===== src/rtl/cpu_pkg.sv =====
// Shared types and constants for the 16-bit core: ALU op codes, register widths and the EX slot layout.
package cpu_pkg;

   localparam int DW  = 16;
   localparam int RAW = 4;
   localparam logic [RAW-1:0] REG_NONE = 4'hF;

   typedef enum logic [3:0] {
      ALU_ADD = 4'd0,
      ALU_AND = 4'd2,
      ALU_OR  = 4'd3,
      ALU_SLL = 4'd4,
      ALU_SRL = 4'd5,
      ALU_SRA = 4'd6
   } alu_op_e;

   typedef struct packed {
      logic           valid;
      logic [3:0]     alu_op;
      logic [DW-1:0]  src_a;
      logic [DW-1:0]  src_b;
      logic [DW-1:0]  store;
      logic [RAW-1:0] rd;
      logic           reg_write;
      logic           mem_read;
      logic           mem_write;
   } ex_slot_t;

   localparam ex_slot_t EX_BUBBLE = '{
      valid: 1'b0, alu_op: ALU_ADD, src_a: '0, src_b: '0, store: '0,
      rd: REG_NONE, reg_write: 1'b0, mem_read: 1'b0, mem_write: 1'b0
   };

   // True when the instruction in ID reads dst; rt only counts when it is actually consumed.
   function automatic logic reads_dst(input logic [RAW-1:0] rs,
                                      input logic [RAW-1:0] rt,
                                      input logic           rt_used,
                                      input logic [RAW-1:0] dst);
      return (dst != REG_NONE) && ((rs == dst) || (rt_used && (rt == dst)));
   endfunction

endpackage


===== src/rtl/id_ex_stage_fwd_mux.sv =====
// One operand bypass: picks the youngest enabled stage tap matching the source address, else regfile data.
module fwd_mux
   import cpu_pkg::*;
(
   input  logic [RAW-1:0] src_addr_i,
   input  logic [DW-1:0]  rf_data_i,
   input  logic           ex_en_i,
   input  logic [RAW-1:0] ex_rd_i,
   input  logic [DW-1:0]  ex_data_i,
   input  logic           mem_en_i,
   input  logic [RAW-1:0] mem_rd_i,
   input  logic [DW-1:0]  mem_data_i,
   input  logic           wb_en_i,
   input  logic [RAW-1:0] wb_rd_i,
   input  logic [DW-1:0]  wb_data_i,
   output logic [DW-1:0]  data_o
);

   always_comb begin
      data_o = rf_data_i;
      if (src_addr_i != REG_NONE) begin
         if (ex_en_i && (ex_rd_i == src_addr_i)) begin
            data_o = ex_data_i;
         end else if (mem_en_i && (mem_rd_i == src_addr_i)) begin
            data_o = mem_data_i;
         end else if (wb_en_i && (wb_rd_i == src_addr_i)) begin
            data_o = wb_data_i;
         end
      end
   end

endmodule


===== src/rtl/id_ex_stage.sv =====
// ID/EX pipeline register feeding the ALU; 1-cycle latency, RAW hazards resolved by bypass or bubble stall.
// FORWARDING_EN selects bypass (stall on load-use only); undefined, any pending write to a source stalls.
module id_ex_stage
   import cpu_pkg::*;
(
   input  logic           clk,
   input  logic           rst,
   input  logic           hold,
   input  logic           flush,
   input  logic           id_valid,
   input  logic [3:0]     id_alu_op,
   input  logic [RAW-1:0] id_rs_addr,
   input  logic [RAW-1:0] id_rt_addr,
   input  logic [RAW-1:0] id_rd_addr,
   input  logic [DW-1:0]  id_rs_data,
   input  logic [DW-1:0]  id_rt_data,
   input  logic [DW-1:0]  id_imm,
   input  logic           id_use_imm,
   input  logic           id_reg_write,
   input  logic           id_mem_read,
   input  logic           id_mem_write,
   input  logic [DW-1:0]  ex_result,
   input  logic [RAW-1:0] mem_rd_addr,
   input  logic           mem_reg_write,
   input  logic [DW-1:0]  mem_result,
   input  logic [RAW-1:0] wb_rd_addr,
   input  logic           wb_reg_write,
   input  logic [DW-1:0]  wb_result,
   output logic           hazard_stall,
   output logic           ex_valid,
   output logic [3:0]     ex_alu_op,
   output logic [DW-1:0]  ex_src_a,
   output logic [DW-1:0]  ex_src_b,
   output logic [DW-1:0]  ex_store_data,
   output logic [RAW-1:0] ex_rd_addr,
   output logic           ex_reg_write,
   output logic           ex_mem_read,
   output logic           ex_mem_write
);

   ex_slot_t      ex_q, ex_d;
   logic [DW-1:0] rs_fwd, rt_fwd;
   logic          ex_fwd_en, mem_fwd_en, wb_fwd_en;
   logic          rt_used;

   assign rt_used = !id_use_imm || id_mem_write;

`ifdef FORWARDING_EN
   // A load's data only exists after MEM, so the EX tap is for ALU results only.
   assign ex_fwd_en  = ex_q.valid && ex_q.reg_write && !ex_q.mem_read;
   assign mem_fwd_en = mem_reg_write;
   assign wb_fwd_en  = wb_reg_write;

   assign hazard_stall = ex_q.valid && ex_q.mem_read &&
                         reads_dst(id_rs_addr, id_rt_addr, rt_used, ex_q.rd);
`else
   assign ex_fwd_en  = 1'b0;
   assign mem_fwd_en = 1'b0;
   assign wb_fwd_en  = 1'b0;

   assign hazard_stall =
      (ex_q.valid && ex_q.reg_write && reads_dst(id_rs_addr, id_rt_addr, rt_used, ex_q.rd)) ||
      (mem_reg_write && reads_dst(id_rs_addr, id_rt_addr, rt_used, mem_rd_addr)) ||
      (wb_reg_write  && reads_dst(id_rs_addr, id_rt_addr, rt_used, wb_rd_addr));
`endif

   fwd_mux u_fwd_rs (
      .src_addr_i (id_rs_addr),
      .rf_data_i  (id_rs_data),
      .ex_en_i    (ex_fwd_en),
      .ex_rd_i    (ex_q.rd),
      .ex_data_i  (ex_result),
      .mem_en_i   (mem_fwd_en),
      .mem_rd_i   (mem_rd_addr),
      .mem_data_i (mem_result),
      .wb_en_i    (wb_fwd_en),
      .wb_rd_i    (wb_rd_addr),
      .wb_data_i  (wb_result),
      .data_o     (rs_fwd)
   );

   fwd_mux u_fwd_rt (
      .src_addr_i (id_rt_addr),
      .rf_data_i  (id_rt_data),
      .ex_en_i    (ex_fwd_en),
      .ex_rd_i    (ex_q.rd),
      .ex_data_i  (ex_result),
      .mem_en_i   (mem_fwd_en),
      .mem_rd_i   (mem_rd_addr),
      .mem_data_i (mem_result),
      .wb_en_i    (wb_fwd_en),
      .wb_rd_i    (wb_rd_addr),
      .wb_data_i  (wb_result),
      .data_o     (rt_fwd)
   );

   // hold freezes everything, including a concurrent flush.
   always_comb begin
      ex_d = ex_q;
      if (!hold) begin
         if (flush || hazard_stall || !id_valid) begin
            ex_d = EX_BUBBLE;
         end else begin
            ex_d.valid     = 1'b1;
            ex_d.alu_op    = id_alu_op;
            ex_d.src_a     = rs_fwd;
            ex_d.src_b     = id_use_imm ? id_imm : rt_fwd;
            ex_d.store     = rt_fwd;
            ex_d.rd        = id_rd_addr;
            ex_d.reg_write = id_reg_write;
            ex_d.mem_read  = id_mem_read;
            ex_d.mem_write = id_mem_write;
         end
      end
   end

   always_ff @(posedge clk) begin
      if (rst) begin
         ex_q <= EX_BUBBLE;
      end else begin
         ex_q <= ex_d;
      end
   end

   assign ex_valid      = ex_q.valid;
   assign ex_alu_op     = ex_q.alu_op;
   assign ex_src_a      = ex_q.src_a;
   assign ex_src_b      = ex_q.src_b;
   assign ex_store_data = ex_q.store;
   assign ex_rd_addr    = ex_q.rd;
   assign ex_reg_write  = ex_q.reg_write;
   assign ex_mem_read   = ex_q.mem_read;
   assign ex_mem_write  = ex_q.mem_write;

endmodule

===== config.mk =====
export PLATFORM = sky130hd
export DESIGN_NAME = id_ex_stage
export DESIGN_NICKNAME = d
export VERILOG_FILES = /design/src/rtl/cpu_pkg.sv /design/src/rtl/id_ex_stage_fwd_mux.sv /design/src/rtl/id_ex_stage.sv
export SDC_FILE = /design/constraint.sdc
export NUM_CORES = 1
export LEC_CHECK = 0
export ABC_AREA = 1
export CORE_MARGIN = 2
export CORE_UTILIZATION = 39
export CTS_CLUSTER_DIAMETER = 50
export DETAILED_ROUTE_END_ITERATION = 10
export PLACE_DENSITY = 0.81
export SYNTH_ARGS = -nofsm -noshare
export SYNTH_HDL_FRONTEND = slang
export SYNTH_SLANG_ARGS = --single-unit
export TNS_END_PERCENT = 30

===== constraint.sdc =====
create_clock -name clk -period 1.95 [get_ports clk]
set_clock_uncertainty 0.2 [all_clocks]
set_input_delay 0.195 -clock clk [delete_from_list [all_inputs] [get_ports clk]]
set_output_delay 0.195 -clock clk [all_outputs]
set_load 0.005 [all_outputs]

==> metrics.txt <==
Seq pwr share=40.1%; total detailed-routing wirelength=10,200 microns; clock-pin slew on the worst setup and hold paths=0.07 ns; vias=3,187; fin crit period=1.906 ns; Mapped Cells=389; Yosys top cell by area=dfxtp_1; initial antenna violation count=0; number of top-level pins=192; crit path kind=flip-flop to output pin; Sw Pwr=0.8258 mW; CTS root buf=clkbuf_8; Tightest Hold Check Type=primary input to flip-flop; Crit. End Element=output pin; fin. max-slew vios=0; RSZ-0062 raised after global routing=true; wire length per cell=15.60 microns; Final Cell Area=5258 sq um; Core Region=8721 sq um; layout cells sized above 1=34.80%; YS warnings=0; async set-reset flop share out of synthesis=0%; Logic pwr share=20.5%; total CTS buffers=9; fin crit share=97.73%; FILL cells=757; DRC=0; sequential area share after synthesis=34.27%; global-route usage over all layers=21.05%; Core Rows=34; ranking of synthesized cells by area=dfxtp_1, nand3_2, a21oi_2, nand2_1, mux2_2; critical path arrival=1.51 ns; via-per-instance ratio=4.873; most common cell in the netlist=nand2_1; pin count of the biggest net entering global routing=61; CTS max path bufs=2; CP Launch Type=flip-flop; peak supply drop=0.4025 mV; Clock power frac=39.4%; max-cap violation count=0; Post-Synth XOR/XNOR Area=2.499%; port buffer count=143; antenna-violating nets left=0; Post-synth EDFFs=0; area occupied by multi-input gates=1956 sq um; status=complete, no violations; Internal Power=2.351 mW; total die area=9760 sq um; Slew @ Worst Pin=0.6465 ns; Register Area=1216 sq um; Fmax=524.7 MHz; syn_nets=520; DP Area=4997 sq um; Setup violations, final=0; clk_lat worst skew=0.33 ns; H-tree depth=3; Slew HR=56.90%; DRT Pass-1 Iters=6; Remaining Overflow, GRT=0; clk sink count=60; share of the synthesized area in the top cell type=34.27%; final net count=672; gpl congestion=0.8825; critical path peak fanout=4; complex-gate fraction of the synthesized area=15.14%; leakage power=1.892 nW; largest family of logic cells by synthesized area=simple AND/OR/NAND/NOR gates; drt first-iter violations=102; CP required=1.55 ns; mapped cell area=3505 sq um; Synth top cells by count=nand2_1, dfxtp_1, a21oi_2; Final Hold Viols=0; vias in the first global route=3,330; Yosys cell types=28; first-pass GRT wire length=16,570 microns; mux contribution to synthesized area=5.141%; CTS tree=done; Sw Share=26.00%; Pwr Density=604.2 nW/um^2; Area Growth Syn to Fin=50.02%; # diodes=0; Synth Area in Adders=0%; Mapped Avg Cell Area=9.009 sq um; Die H=98.80 microns; initial core utilization=40.19%; overall power=3.177 mW; flops & latches, synth=60; detailed-placement wirelength estimate=7341 microns; Die W=98.80 microns; top_reg_cell synth=dfxtp_1; post-synthesis simple-gate area fraction=32.38%
## flip-flops by register name (all words and copies together), names as in the netlist
signal and flops:
ex_store_data 16, ex_mem_read 1, ex_rd_addr 4, ex_alu_op 4
ex_src_a 16, ex_reg_write 1, ex_valid 1, ex_src_b 16
ex_mem_write 1
## repair_timing
action                                  CTS  global route
endpoints found under the hold margin     0             0
cloned                                    0             0
endpoints found under the setup margin   12            31
hold buffers                              0             0
pin swaps                                 9             5
buffers inserted                          1             1
gates resized for setup                  33            13
## worst max-delay path: stages, from the launching register on
cell     delay, ns
dfxtp_4       0.38
inv_4         0.04
nand2_1       0.05
nand2_1       0.06
a21oi_2       0.13
nand2_1       0.08
nand2_1       0.09
nand2_2       0.07
nand2_4       0.10
nor2_8        0.05
inv_2         0.04
buf_2         0.09
## area by class of cell
cell class                      instances  area share (%)
Multi-Input combinational cell        282           37.20
Tap cell                              108           2.570
Clock buffer                           12           2.761
Inverter                               20           1.571
Clock inverter                          4           1.380
Sequential cell                        60           23.13
Timing Repair Buffer                  168           31.39
## metrics by stage
step	utilization, %	setup WS [ns]	hold slack, ns	instances	TNS, ns
after detailed placement	57.30	-0.4405	0.2657	636	-18.45
after global placement	57.30	-0.4866	0.2634	636	-21.11
after floorplan	-	0.2799	0.1376	389	0
after global routing	60.29	-0.04109	0.04484	654	-0.07678
after CTS	59.83	0.02769	0.04008	653	0
final	60.29	0.04421	0.04348	654	0
## power groups by stage
stage / Sequential (mW) / Clock, mW / Combinational, mW
after floorplan: 1.31 / 0 / 0.351
after global placement: 1.30 / 0 / 0.647
after detailed placement: 1.30 / 0 / 0.652
after CTS: 1.28 / 1.28 / 0.647
after global routing: 1.28 / 1.34 / 0.704
final: 1.27 / 1.25 / 0.652
## cells in the final DEF, fill, tap and decap left out, types with 2 or more instances in the layout
cell type        Yosys  routed
nor2_1              14      14
xnor2_1              2       2
nand2_2              3       5
nand2_1            110     108
buf_12               6       4
nand3_2             55      55
inv_4                0       3
buf_4                0      19
bufinv_16            0       2
inv_1               19      13
xor2_1               8       8
dfxtp_1             60      56
clkdlybuf4s50_1      0     123
a21oi_2             57      57
clkbuf_8             4      10
o21ai_1              2       2
dlygate4sd2_1        0      17
inv_2                1       4
nand3_1              4       4
mux2_2              16      16
clkbuf_1             8       2
buf_6                5       2
nand3b_1             4       4
buf_2                1       2
dfxtp_4              0       4
## cells by family after synthesis
kind of cell | Yosys count
DFF | 60
muxes | 16
AOI/OAI and AO/OA | 62
and+or+nand+nor | 194
buffers and inverters | 47
xor gates and xnor gates | 10
## metal layers
layer | up-vias | track usage (%) | share of wire [%]
li1 | 1581 | - | -
met1 | 1466 | 26.03 | 42
met2 | 122 | 34.41 | 48
met3 | 18 | 6.241 | 8.2
met4 | 0 | 8.325 | 2.1
met5 | - | 0 | 0
## worst paths after layout
kind	cells past startpoint	start	slack [ns]	endpoint
max reg2reg	14	ex_rd_addr[3]$_SDFFE_PP1N_	0.09	ex_rd_addr[3]$_SDFFE_PP1N_
min	2	rst	0.04	ex_src_b[9]$_SDFFE_PP0N_
min reg2reg	2	ex_store_data[4]$_SDFFE_PP0N_	0.28	ex_store_data[4]$_SDFFE_PP0N_
max	11	ex_rd_addr[0]$_SDFFE_PP1N_	0.04	hazard_stall
Note: power is estimated with default switching activity, not from simulation.
